[config.mk]
export PLATFORM = sky130hd
export DESIGN_NAME = digit_serial_adder
export DESIGN_NICKNAME = d
export VERILOG_FILES = /design/src/rtl/digit_serial_adder.sv
export SDC_FILE = /design/constraint.sdc
export NUM_CORES = 1
export LEC_CHECK = 0
export CORE_MARGIN = 2
export CORE_UTILIZATION = 50
export CTS_CLUSTER_DIAMETER = 60
export DETAILED_ROUTE_END_ITERATION = 8
export HOLD_SLACK_MARGIN = 0.08
export PLACE_DENSITY = 0.79
export SYNTH_ARGS = -nofsm -noshare
export SYNTH_HDL_FRONTEND = slang
export SYNTH_SLANG_ARGS = --single-unit
[constraint.sdc]
create_clock -name clk -period 2.2 [get_ports clk]
set_input_delay 0.22 -clock clk [delete_from_list [all_inputs] [get_ports clk]]
set_output_delay 0.22 -clock clk [all_outputs]
set_load 0.02 [all_outputs]
[src/rtl/digit_serial_adder.sv]
// Digit-serial sequencer for a 2-bit carry-in/carry-out adder. The adder
// is external and is wired through the io_add_* ports. A W-bit operand pair
// is fed to it one 2-bit digit per clock, least significant digit first.
// The carry is chained from digit to digit, and the W-bit sum is assembled
// with its final carry-out.
//
// Handshakes: a transfer happens on a rising clk edge where valid and ready
// are both 1. The producer holds valid and data stable until that edge.
// io_in_ready is 1 only in IDLE, and io_out_valid is 1 only in DONE. The
// two are never 1 together, so a result hand-off and a new accept cannot
// share an edge.
module digit_serial_adder #(
  parameter int W = 8
) (
  input  logic         clk,
  input  logic         reset,
  input  logic         io_in_valid,
  output logic         io_in_ready,
  input  logic [W-1:0] io_in_a,
  input  logic [W-1:0] io_in_b,
  input  logic         io_in_cin,
  output logic         io_out_valid,
  input  logic         io_out_ready,
  output logic [W-1:0] io_out_sum,
  output logic         io_out_cout,
  output logic [1:0]   io_add_lhs,
  output logic [1:0]   io_add_rhs,
  output logic         io_add_cin,
  input  logic [1:0]   io_add_out,
  input  logic         io_add_cout
);
  localparam int D  = W / 2;
  localparam int KW = (D > 1) ? $clog2(D) : 1;
  localparam logic [KW-1:0] K_LAST = KW'(D - 1);

  typedef enum logic [1:0] {
    IDLE = 2'd0,
    RUN  = 2'd1,
    DONE = 2'd2
  } state_t;

  state_t        state;
  logic [KW-1:0] k;
  logic [W-1:0]  a_reg;
  logic [W-1:0]  b_reg;
  logic [W-1:0]  sum_reg;
  logic          carry_reg;
  // The result registers are separate from sum_reg and carry_reg.
  // Partial sums and carries therefore never appear on io_out_*. The last
  // result stays visible after DONE until the next accept clears it.
  logic [W-1:0]  res_sum;
  logic          res_cout;

  logic [W-1:0]  sum_next;
  logic [KW:0]   bit_idx;
  logic          running;

  assign bit_idx = {k, 1'b0};
  assign running = (state == RUN);

  // Merge the adder's current digit into the partial sum.
  always_comb begin
    sum_next = sum_reg;
    sum_next[bit_idx +: 2] = io_add_out;
  end

  // Sequencer: accept operands, walk D digits, present the result.
  always_ff @(posedge clk or negedge reset) begin
    if (!reset) begin
      state     <= IDLE;
      k         <= '0;
      a_reg     <= '0;
      b_reg     <= '0;
      sum_reg   <= '0;
      carry_reg <= 1'b0;
      res_sum   <= '0;
      res_cout  <= 1'b0;
    end else begin
      case (state)
        IDLE: begin
          if (io_in_valid) begin
            a_reg     <= io_in_a;
            b_reg     <= io_in_b;
            carry_reg <= io_in_cin;
            sum_reg   <= '0;
            res_sum   <= '0;
            res_cout  <= 1'b0;
            k         <= '0;
            state     <= RUN;
          end
        end
        RUN: begin
          sum_reg   <= sum_next;
          carry_reg <= io_add_cout;
          if (k == K_LAST) begin
            res_sum  <= sum_next;
            res_cout <= io_add_cout;
            state    <= DONE;
          end else begin
            k <= k + KW'(1);
          end
        end
        DONE: begin
          if (io_out_ready) begin
            k     <= '0;
            state <= IDLE;
          end
        end
        default: state <= IDLE;
      endcase
    end
  end

  assign io_in_ready  = (state == IDLE);
  assign io_out_valid = (state == DONE);
  assign io_out_sum   = res_sum;
  assign io_out_cout  = res_cout;

  // The adder sees a live digit only while running; otherwise it sees zeros.
  assign io_add_lhs = running ? a_reg[bit_idx +: 2] : 2'b00;
  assign io_add_rhs = running ? b_reg[bit_idx +: 2] : 2'b00;
  assign io_add_cin = running & carry_reg;

endmodule

==> flow_summary.yaml, run 1 <==
layout:
  utilization: 0.672
  final-instance-count-excl-fill: 272
  finalNetCount: 253
  syn_to_final_growth_pct: 30.4
  antenna_cells: 0
  final_layout_size_suffix_gt1_frac: 0.152
clock_network:
  clock-sinks: 36
  worst_skew_pair.late_latency_ns: 0.29
  ctsRootBufferMaster: "clkbuf_8"
  htree_levels: 2
  cts_buffers: 5
  path_clk_slew_ns: 0.07
  cts_buffer_depth: 2
  cts-hold-fix-buffers: 0
  cts_tree: "built"
setup_path:
  critPathArrivalTime_ns: 1.89
  startpoint_type: "flip-flop"
  cp.required_ns: 1.98
  critPathKind: "flip-flop to primary output"
  timing.rr.start: "k[0]$_DFFE_PN0P_"
  critPathMaxFanout: 5
  r2r_cells: 7
  crit_path_end_kind: "primary output"
  critPathLaunch: "k[0]$_DFFE_PN0P_"
yosys:
  syn-cell-area_um2: 1860
  synth_fp_nets: 203
  seq_area_frac_synth: 0.485
  yosys.area.top_type: "dfrtp_1"
  yosysWarnings: 0
  netlist_instances: 174
  yosysTopAreaCellShare: 0.485
  synthTopCellsByArea: "dfrtp_1, nand2_1, mux4_2, ha_1, a32o_1"
  synth.avg_cell_area_um2: 10.7
  synthDistinctLibCells: 43
  ys_ff_latch: 36
timing:
  finalCritPeriodShare: 0.958
  setup_ws_ns: 0.0919
  clock_skew_ns: 0.00970
  fmaxAchievable_ghz: 0.474
  slew_violations: 0
  grt_setup_unrepaired: "false"
  hold_violations: 0
  fin_crit_ns: 2.11
  tightest_slew_ns: 0.449
  fin_tns_setup_ns: 0
  setup_violations: 0
  maxSlewHeadroom: 0.701
route:
  wirelength_um: 3820
  first_pass_iters: 4
  viasPerCell: 5.35
  ant_nets: 0
  drt_iter0_markers: 97
  post_drt_wl_per_cell_um: 14.1
  drc: 0
  vias: 1455
power:
  ir_worst_vdd_mv: 0.627
  powerDensity_nw_per_um2: 1310
  p_leak_nw: 1.16
  total_power_mw: 3.18
global_routing:
  grt_pass1_vias: 1484
  overflow: 0
  grt_antenna_before_repair: 0
  grt_first_pass_wirelength_um: 6690
  grt_usage: 0.211
  grt_max_degree: 37
floorplan:
  die_width_um: 65.0
  num_rows: 22
  coreArea_um2: 3610
  die-height_um: 65.0
  start_util: 0.516
  ios: 40
  die_area_um2: 4220
flow_run:
  max-cap-violations: 0
hold_path:
  hold_path_class: "input port to asynchronous set/reset pin"
placement:
  dp_slack_ns: 0.123
  hpwl_um: 2780
  portBuffers: 39
  dp_cells: 259
  globalplace.congestion: 0.812
status:
  outcome: "finished clean"
==> where the power goes <==
| part | internal (mW) | switching (mW) |
|---|---|---|
| registers | 0.900 | 0.144 |
| logic | 0.821 | 0.877 |
| clock network | 0.215 | 0.219 |
==> cell families (layout without fill, tap and decap cells) <==
logic type,count (synthesis),in the layout,synth area share
compound gates,26,26,0.115
fa+ha+maj,5,5,0.0336
buf+inv,15,65,0.0471
flops,36,36,0.485
mux,10,10,0.0875
simple gates,82,82,0.232
==> layout by cell type (no fill, tap or decap), types with 3 or more instances in the layout <==
cell	instances
clkbuf_8	5
buf_4	13
inv_1	6
nor3b_1	3
nand2b_1	3
ha_1	5
mux4_2	4
clkdlybuf4s50_1	36
and2_1	7
o2bb2ai_1	5
a32o_1	5
o21ai_0	3
dfrtp_1	35
nand2_1	52
==> layer usage <==
metal  GRT usage  wire length [um]  up-vias
li1            -                 -      708
met3      0.0573               198        5
met5           0                 0        -
met1       0.253              1590      700
met2       0.363              1990       42
met4      0.0718                46        0
==> cells in the mapped netlist, drive strengths merged <==
library cell and count:
a21o 1, a221o 1, a22o 2, a22oi 1
a31oi 1, a32o 5, a32oi 1, and2 7
and2b 1, and3 1, and3b 1, and4bb 1
buf 8, clkbuf 1, dfrtp 36, ha 5
inv 6, mux2 4, mux2i 2, mux4 4
nand2 52, nand2b 3, nand3 1, nand4 1
nor2 2, nor2b 2, nor3 1, nor3b 4
nor4 1, o21ai 3, o21ba 1, o221ai 1
o22ai 2, o2bb2ai 5, o31ai 1, o32ai 1
or2 1, or3b 3
==> cell type report <==
cell class	count	area, um^2
fillers	287	1180
flip-flops and latches	36	902
multi-input cells	123	871
repair buffers	52	492
clock buffers	6	72.6
well taps	48	60.1
inverters	6	22.5
clock inverters	1	5.00
==> per-stage QoR <==
stage | hold slack [ns] | area, um^2
after floorplan | -0.0756 | 1860
after global placement | 0.453 | 2300
after detailed placement | 0.459 | 2300
after CTS | 0.365 | 2400
after global routing | 0.384 | 2420
final | 0.350 | 2420
==> worst paths after layout <==
kind	end	slack, ns
worst min-delay path	io_out_sum[6]$_DFFE_PN0P_	0.35
worst max register to register	io_out_sum[0]$_DFFE_PN0P_	0.21
max in group asynchronous	k[0]$_DFFE_PN0P_	1.50
worst max-delay path	io_add_rhs[0]	0.09
min in group clk	a_reg[3]$_DFFE_PN0P_	0.46
worst min register to register	b_reg[6]$_DFFE_PN0P_	0.48
==> worst max-delay path, stage by stage, from the launching register on <==
cell and delay [ns]:
dfrtp_2 0.42, mux4_2 0.49, and2_1 0.16, clkdlybuf4s50_1 0.53
==> what timing repair did <==
action	in CTS	in global routing
pin swaps	0	0
setup endpoints to repair	4	3
buffers inserted	3	3
resized for setup	2	2
No activity file was read; power rests on OpenSTA's default activity.
==> inputs of run 2 (changes only) <==
Settings changed: SLEW_MARGIN set to 20.
==> results of run 2 <==
Same layout as run 1: the final DEF is identical, and so are final timing and power.
==> inputs of run 3 (changes only) <==
==> constraint.sdc (replaced) <==
create_clock -name clk -period 2.2 [get_ports clk]
set_input_delay 0.33 -clock clk [delete_from_list [all_inputs] [get_ports clk]]
set_output_delay 0.33 -clock clk [all_outputs]
set_load 0.02 [all_outputs]
==> flow_summary.yaml, run 3 (synthesis results as in run 1) <==
setup_path:
  critPathMaxFanout: 11
  crit_path_end_kind: "primary output"
  crit_chain: "and2b_2 > and2_1 > clkdlybuf4s50_1"
  critPathKind: "flip-flop to primary output"
  cp_slowest_cell: "clkdlybuf4s50_1"
  cp.required_ns: 1.87
  cp_slowest_stage_delay_ns: 0.60
  critPathArrivalTime_ns: 1.76
  startpoint_type: "flip-flop"
route:
  drt_iter0_markers: 63
  ant_nets: 0
  viasPerCell: 5.41
  post_drt_wl_per_cell_um: 14.9
  wirelength_um: 3990
  drc: 0
  vias: 1444
  first_pass_iters: 4
layout:
  finalNetCount: 247
  utilization: 0.661
  final_cell_mix: "nand2_1, dfrtp_1, clkdlybuf4s50_1, and2_1, buf_4"
  antenna_cells: 0
  syn_to_final_growth_pct: 28.3
  final_common_cell: "nand2_1"
  final_layout_size_suffix_gt1_frac: 0.132
timing:
  clock_skew_ns: 0.00484
  tightest_slew_ns: 0.459
  slew_violations: 0
  whs_ns: 0.457
  finalCritPeriodShare: 0.951
  fin_tns_setup_ns: 0
  grt_setup_unrepaired: "false"
  hold_violations: 0
  setup_violations: 0
  setup_ws_ns: 0.107
  maxSlewHeadroom: 0.694
  fmaxAchievable_ghz: 0.478
  fin_crit_ns: 2.09
clock_network:
  cts_setup_buffers: 0
  worst_skew_pair.late_latency_ns: 0.29
  cts_tree: "built"
  cts-hold-fix-buffers: 0
  ctsRootBufferMaster: "clkbuf_8"
  cts_buffers: 5
  htree_levels: 2
  clock-sinks: 36
  path_clk_slew_ns: 0.07
  cts_resized: 6
  cts_buffer_depth: 2
placement:
  hpwl_um: 2900
  portBuffers: 39
  globalplace.congestion: 0.835
  dp_slack_ns: 0.120
hold_path:
  hold_path_class: "input port to asynchronous set/reset pin"
floorplan:
  start_util: 0.516
  num_rows: 22
  ios: 40
  die_width_um: 65.0
  coreArea_um2: 3610
  die_area_um2: 4220
  die-height_um: 65.0
status:
  outcome: "finished clean"
global_routing:
  grt_antenna_before_repair: 0
  grt_usage: 0.219
  grt_pass1_vias: 1531
  grt_first_pass_wirelength_um: 7000
  grt_max_degree: 37
  grt.met3_usage: 0.0521
  grt.busiest_layer: "met2"
  gr-usage-met1: 0.250
  grt_use_met2: 0.401
  overflow: 0
power:
  p_leak_nw: 1.11
  ir_worst_vdd_mv: 0.744
  powerDensity_nw_per_um2: 1320
  total_power_mw: 3.14
flow_run:
  max-cap-violations: 0
## run 3: through the flow
stage	cells	cell area [um^2]
after global placement	259	2300
after floorplan	174	1860
after detailed placement	259	2300
after global routing	267	2380
final	267	2380
after CTS	267	2380
## run 3: metal layers
layer  vias to the layer above  share of wire
met2                        36           0.53
met4                         0          0.015
met3                         7          0.043
met1                       709           0.41
li1                        692              -
met5                         -              0
## run 3: final cells by class
| class | instances | area, um^2 |
|---|---|---|
| fillers | 298 | 1220 |
| flip-flops and latches | 36 | 902 |
| multi-input cells | 123 | 872 |
| repair buffers | 46 | 438 |
| clock buffers | 8 | 90.1 |
| well taps | 48 | 60.1 |
| inverters | 6 | 22.5 |
## run 3: power by group
part           internal, mW  switching [mW]
logic                 0.738           0.861
clock network         0.255           0.226
registers             0.900           0.157
total                  1.89            1.24
## run 3: critical path, delay by kind of cell (launching register included)
family,cells,cell delay [ns]
buffers and inverters,1,0.60
flip-flops,1,0.39
AND/OR/NAND/NOR,2,0.49
## run 3: path summary, 6_finish.rpt
kind | cells past startpoint | startpoint | end | slack, ns
worst max register to register | 6 | k[0]$_DFFE_PN0P_ | io_out_sum[1]$_DFFE_PN0P_ | 0.27
worst max-delay path | 3 | state[1]$_DFFE_PN0P_ | io_add_cin | 0.11
min in group clk | 2 | b_reg[6]$_DFFE_PN0P_ | b_reg[6]$_DFFE_PN0P_ | 0.47
max in group asynchronous | 2 | reset | k[0]$_DFFE_PN0P_ | 1.38
worst min register to register | 2 | b_reg[6]$_DFFE_PN0P_ | b_reg[6]$_DFFE_PN0P_ | 0.47
worst min-delay path | 2 | reset | io_out_sum[0]$_DFFE_PN0P_ | 0.46
